[config.mk]
export PLATFORM = sky130hd
export DESIGN_NAME = ps2_key_fifo_flat
export DESIGN_NICKNAME = d
export VERILOG_FILES = /design/src/rtl/ps2_key_fifo_if.sv /design/src/rtl/ps2_key_fifo.sv /design/src/flat_wrapper.sv
export SDC_FILE = /design/constraint.sdc
export NUM_CORES = 1
export LEC_CHECK = 0
export BUFFER_PORTS_ARGS = -buffer_cell sky130_fd_sc_hd__buf_2
export CORE_MARGIN = 2
export CORE_UTILIZATION = 40
export DETAILED_ROUTE_END_ITERATION = 10
export GPL_TIMING_DRIVEN = 0
export HOLD_SLACK_MARGIN = 0.03
export REMOVE_ABC_BUFFERS = 1
export SYNTH_ARGS = -nofsm -noshare
export SYNTH_HDL_FRONTEND = slang
export SYNTH_SLANG_ARGS = --single-unit
[constraint.sdc]
create_clock -name clock -period 6.05 [get_ports clock]
set_input_delay 0 -clock clock [delete_from_list [all_inputs] [get_ports clock]]
set_output_delay 0 -clock clock [all_outputs]
set_load 0.02 [all_outputs]
[src/rtl/ps2_key_fifo_if.sv]
// rtl/ps2_key_fifo_if.sv - PS/2 scancode strobe input and processor read-side signals of the key FIFO.
interface ps2_key_fifo_if #(
  parameter int DEPTH = 8
);
  logic                     ps2_key_pressed;
  logic [7:0]               ps2_out;
  logic                     rd_en;
  logic                     clear_ovf;
  logic [31:0]              rd_data;
  logic                     empty;
  logic                     full;
  logic [$clog2(DEPTH):0]   count;
  logic                     overflow;

  modport master (
    output ps2_key_pressed, ps2_out, rd_en, clear_ovf,
    input  rd_data, empty, full, count, overflow
  );

  modport slave (
    input  ps2_key_pressed, ps2_out, rd_en, clear_ovf,
    output rd_data, empty, full, count, overflow
  );
endinterface

[src/rtl/ps2_key_fifo.sv]
// rtl/ps2_key_fifo.sv - Show-ahead scancode FIFO with E0/F0 prefix decoding and sticky overflow.
module ps2_key_fifo #(
  parameter int DEPTH        = 8,
  parameter int FILTER_BREAK = 1
) (
  input  logic          clock,
  input  logic          reset,
  ps2_key_fifo_if.slave bus
);
  localparam int AW = $clog2(DEPTH);
  localparam int CW = AW + 1;

  typedef enum logic [1:0] {S_IDLE, S_EXT, S_BREAK} state_t;

  state_t         state, state_nxt;
  logic [8:0]     mem [DEPTH];
  logic [AW-1:0]  wptr, rptr;
  logic [CW-1:0]  count_q;
  logic           ovf_q;
  logic           store, store_ext;
  logic           is_empty, is_full, pop, do_push, ovf_evt;

  // Prefix bytes are swallowed here, so they never reach the push/overflow path.
  always_comb begin
    store     = 1'b0;
    store_ext = 1'b0;
    state_nxt = state;
    if (bus.ps2_key_pressed) begin
      if (FILTER_BREAK == 0) begin
        store = 1'b1;
      end else begin
        case (state)
          S_IDLE: begin
            if (bus.ps2_out == 8'hF0)      state_nxt = S_BREAK;
            else if (bus.ps2_out == 8'hE0) state_nxt = S_EXT;
            else                           store = 1'b1;
          end
          S_EXT: begin
            if (bus.ps2_out == 8'hF0) begin
              state_nxt = S_BREAK;
            end else if (bus.ps2_out != 8'hE0) begin
              store     = 1'b1;
              store_ext = 1'b1;
              state_nxt = S_IDLE;
            end
          end
          default: state_nxt = S_IDLE;
        endcase
      end
    end
  end

  assign is_empty = (count_q == '0);
  assign is_full  = (count_q == CW'(DEPTH));
  assign pop      = bus.rd_en && !is_empty;
  assign do_push  = store && (!is_full || pop);
  assign ovf_evt  = store && is_full && !pop;

  always_ff @(posedge clock or posedge reset) begin
    if (reset) begin
      state   <= S_IDLE;
      wptr    <= '0;
      rptr    <= '0;
      count_q <= '0;
      ovf_q   <= 1'b0;
    end else begin
      state <= state_nxt;
      if (do_push) wptr <= wptr + AW'(1);
      if (pop)     rptr <= rptr + AW'(1);
      case ({do_push, pop})
        2'b10:   count_q <= count_q + CW'(1);
        2'b01:   count_q <= count_q - CW'(1);
        default: count_q <= count_q;
      endcase
      // A fresh overflow outranks a same-cycle clear.
      if (ovf_evt)            ovf_q <= 1'b1;
      else if (bus.clear_ovf) ovf_q <= 1'b0;
    end
  end

  always_ff @(posedge clock) begin
    if (do_push) mem[wptr] <= {store_ext, bus.ps2_out};
  end

  assign bus.rd_data  = is_empty ? 32'd0 : {23'd0, mem[rptr]};
  assign bus.empty    = is_empty;
  assign bus.full     = is_full;
  assign bus.count    = count_q;
  assign bus.overflow = ovf_q;
endmodule

[src/flat_wrapper.sv]
// flat-port wrapper written by rule: the top's interface ports become plain ports
module ps2_key_fifo_flat 
#(
  parameter int DEPTH        = 8,
  parameter int FILTER_BREAK = 1
)
  (clock, reset, bus_ps2_key_pressed, bus_ps2_out, bus_rd_en, bus_clear_ovf, bus_rd_data, bus_empty, bus_full, bus_count, bus_overflow);
  ps2_key_fifo_if #(.DEPTH(DEPTH)) bus_i ();
  input  logic clock;
  input  logic reset;
  input wire logic [$bits(bus_i.ps2_key_pressed)-1:0] bus_ps2_key_pressed;
  input wire logic [$bits(bus_i.ps2_out)-1:0] bus_ps2_out;
  input wire logic [$bits(bus_i.rd_en)-1:0] bus_rd_en;
  input wire logic [$bits(bus_i.clear_ovf)-1:0] bus_clear_ovf;
  output wire logic [$bits(bus_i.rd_data)-1:0] bus_rd_data;
  output wire logic [$bits(bus_i.empty)-1:0] bus_empty;
  output wire logic [$bits(bus_i.full)-1:0] bus_full;
  output wire logic [$bits(bus_i.count)-1:0] bus_count;
  output wire logic [$bits(bus_i.overflow)-1:0] bus_overflow;
  assign bus_i.ps2_key_pressed = bus_ps2_key_pressed;
  assign bus_i.ps2_out = bus_ps2_out;
  assign bus_i.rd_en = bus_rd_en;
  assign bus_i.clear_ovf = bus_clear_ovf;
  assign bus_rd_data = bus_i.rd_data;
  assign bus_empty = bus_i.empty;
  assign bus_full = bus_i.full;
  assign bus_count = bus_i.count;
  assign bus_overflow = bus_i.overflow;
  ps2_key_fifo #(.DEPTH(DEPTH), .FILTER_BREAK(FILTER_BREAK)) u_core (.clock(clock), .reset(reset), .bus(bus_i));
endmodule
==> flow_summary.ini <==
[run_status]
status = finished clean

[timing]
slew_violations = 0
setup_viol = 0
fin_tns_setup_ns = 0
rsz0062_at_grt = no
tightest_slew_ns = 1.232
hold_slack_ns = 0.2312
fin_ws_ns = 3.344
slew_headroom_pct = 17.87
post-route-min-period_ns = 2.706
hold_viol = 0
fin_skew_ns = 0.01095
fin_crit_sh_pct = 44.72
fmax_ghz = 0.3696

[yosys]
synth_area_um2 = 3655
yosysUniqueCellTypes = 40
async_flop_share_pct = 15.29
synthFlopType = edfxtp_1
yosysMostFrequentCell = edfxtp_1
yosys_register_bits = 85
synth_top_area_cell = edfxtp_1
avgSynthCellArea_um2 = 17.40
synth_edf_count = 72
synth_area_leaders = edfxtp_1 (59%), mux4_2 (11%), dfrtp_1 (8.9%), buf_4 (4.9%), a22o_1 (2.2%)
synth_top_area_share_pct = 59.16
ys_warn_count = 0
synthCells = 210
yosysSeqAreaShare_pct = 68.06
synth_commonest_cells = edfxtp_1 (72), buf_4 (24), mux4_2 (18)

[setup_path]
worstReg2RegStart = u_core.bus.count[0]
critPathArrivalTime_ns = 2.95
critical_path.most_common_cell = xor2_1
r2r_slack_ns = 3.34
cpMaxStageDelayCell = or4b_4
reg2reg_to = u_core.bus.count[2]
cp_cell_sequence = or4b_4 > o22ai_4 > nor2_2 > inv_1 > ha_1 > xor2_1 > ha_1 > a21oi_1 > xor2_1 > nor2_1 > xor2_1
start_kind = flop
worst_setup_path_end_kind = flop
cp.depth = 11
slowest_delay_ns = 0.61
path_max_fanout = 7
cp_top_family = simple AND/OR/NAND/NOR gates
path_class = flop to flop
crit_required_ns = 6.29
critPathBufInv = 1
ff2ff_path_depth = 11

[global_routing]
grt_overflow = 0
grt_antenna_before_repair = 0
grt_max_degree = 21
grt_pass1_wl_mm = 10.36
grt_use_total_pct = 14.39
grt_pass1_vias = 1884

[pwr]
ir_worst_vdd_uv = 195.0
finalPower_w = 0.001943
power_density_nw_per_um2 = 456.3
p_leak_nw = 1.575

[routing]
antenna_left = 0
wl_mm = 6.664
drt_iter0_drc = 88
avgRoutedWirePerCell_um = 17.77
firstDrtPassIters = 4
drc = 0
vias = 1887
post_drt_via_cell_ratio = 5.032

[finish]
syn2layout_area_growth_pct = 16.50
nNetsFinal = 280
drive_above_1_share_pct = 29.96
diodes = 0
design_area_um2 = 4258
fill_cells = 749

[clock_network]
htree_levels = 3
cts_buffers = 9
cts_setup_buffers = 0
cts_root_buffer = clkbuf_8
path_clk_slew_ns = 0.09
clock_path_buffers = 2
cts_tree = yes
cts.sinks = 85
clk_latency_ns = 0.35

[hold_path]
hold_class = input port to asynchronous set/reset pin

[floorplanning]
initial_core_util_pct = 41.50
design.die.area_um2 = 9917
num_rows = 34
die_x_um = 99.59
die_h_um = 99.59
core_region_area_um2 = 8806
io_pins = 52

[placed_design]
dp_hpwl_mm = 4.333
routabilityCongestion = 0.7171
numPortBuffers = 28
place_area_um2 = 3904
place_ws_ns = 3.353

[flow_run]
drv_cap = 0
-- worst register-to-register path: cells and delay by family (launching register included) --
family	cells	cell delay, ns
xor+xnor	3	0.40
fa+ha+maj	2	0.46
simple gates	3	0.77
flops	1	0.47
compound gates	2	0.41
buf+inv	1	0.09
-- cells in the final DEF (no fill, tap or decap), types with 2 or more instances in the layout --
cell type	Yosys	routed
edfxtp_1	72	72
buf_2	2	28
conb_1	1	23
mux4_2	18	18
dlygate4sd3_1	0	14
dfrtp_1	13	13
inv_1	9	9
a22o_1	9	9
clkbuf_8	0	9
nor2_1	6	6
xor2_1	5	5
nand2_1	5	5
ha_1	5	5
xnor2_1	4	4
buf_6	0	4
nand2b_1	3	3
nor3_2	0	3
o32ai_1	2	2
mux2_2	2	2
a21oi_1	2	2
nand3_1	2	2
nor4_2	0	2
clkinv_2	0	2
bufinv_16	0	2
buf_4	24	2
-- power by group --
part	switching (W)	internal (W)
sequential	0.000130	0.000744
combinational	0.000327	0.000311
clock	0.000201	0.000230
-- worst max path at each step --
| stage | startpoint | end | slack [ns] |
|---|---|---|---|
| 5_1_grt | u_core.bus.count[0] | u_core.bus.count[2] | 3.11 |
| 6_report | u_core.bus.count[0] | u_core.bus.count[2] | 3.34 |
| 4_1_cts | u_core.bus.count[0] | u_core.bus.count[2] | 3.33 |
| 2_1_floorplan | u_core.bus.count[0] | u_core.bus.count[2] | 3.51 |
| 3_5_place_dp | u_core.bus.count[0] | u_core.bus.count[2] | 3.35 |
| 3_3_place_gp | u_core.bus.count[1] | u_core.mem[0][1] | 2.73 |
-- routing by layer --
layer / wire, um / part of all wire, % / global-route usage (%)
met1: 3067 / 46 / 19.48
met2: 3295 / 49 / 23.02
met3: 198 / 3.0 / 2.881
met4: 103 / 1.5 / 5.690
met5: 0 / 0 / 0
-- state kept, by name, indices dropped and copies added, names as in the netlist --
signal,cells
u_core.wptr,3
u_core.bus.count,4
u_core.rptr,3
u_core.mem,72
u_core.state,2
u_core.bus.overflow,1
-- logic make-up (layout without fill, tap and decap cells) --
group	Yosys count	after routing	share of synthesized area, %
other cells	1	23	0.1026
mux	21	21	12.12
flops	85	85	68.06
xor+xnor	9	9	2.157
simple gates	33	33	5.204
compound gates	18	18	4.177
buf+inv	38	73	6.470
fa+ha+maj	5	5	1.712
-- metrics by stage --
stage	utilization (%)	std cells
finish	48.35	375
global route	48.35	375
CTS	48.35	375
detailed placement	44.33	345
global placement	43.27	339
floorplan	-	203
-- repair_timing --
item,in CTS,in global routing
endpoints found under the setup margin,0,0
gates resized for setup,0,0
endpoints found under the hold margin,81,0
hold buffers,14,0
-- area by class of cell --
cell class | count | area, um^2 | share of cell area, %
well taps | 108 | 135.1 | 3.174
clock buffers | 9 | 123.9 | 2.909
clock inverters | 7 | 90.09 | 2.116
flip-flops and latches | 85 | 2487 | 58.42
repair buffers | 48 | 340.3 | 7.993
inverters | 9 | 33.78 | 0.7934
multi-input cells | 109 | 1047 | 24.60
Note: power is estimated with default switching activity, not from simulation.
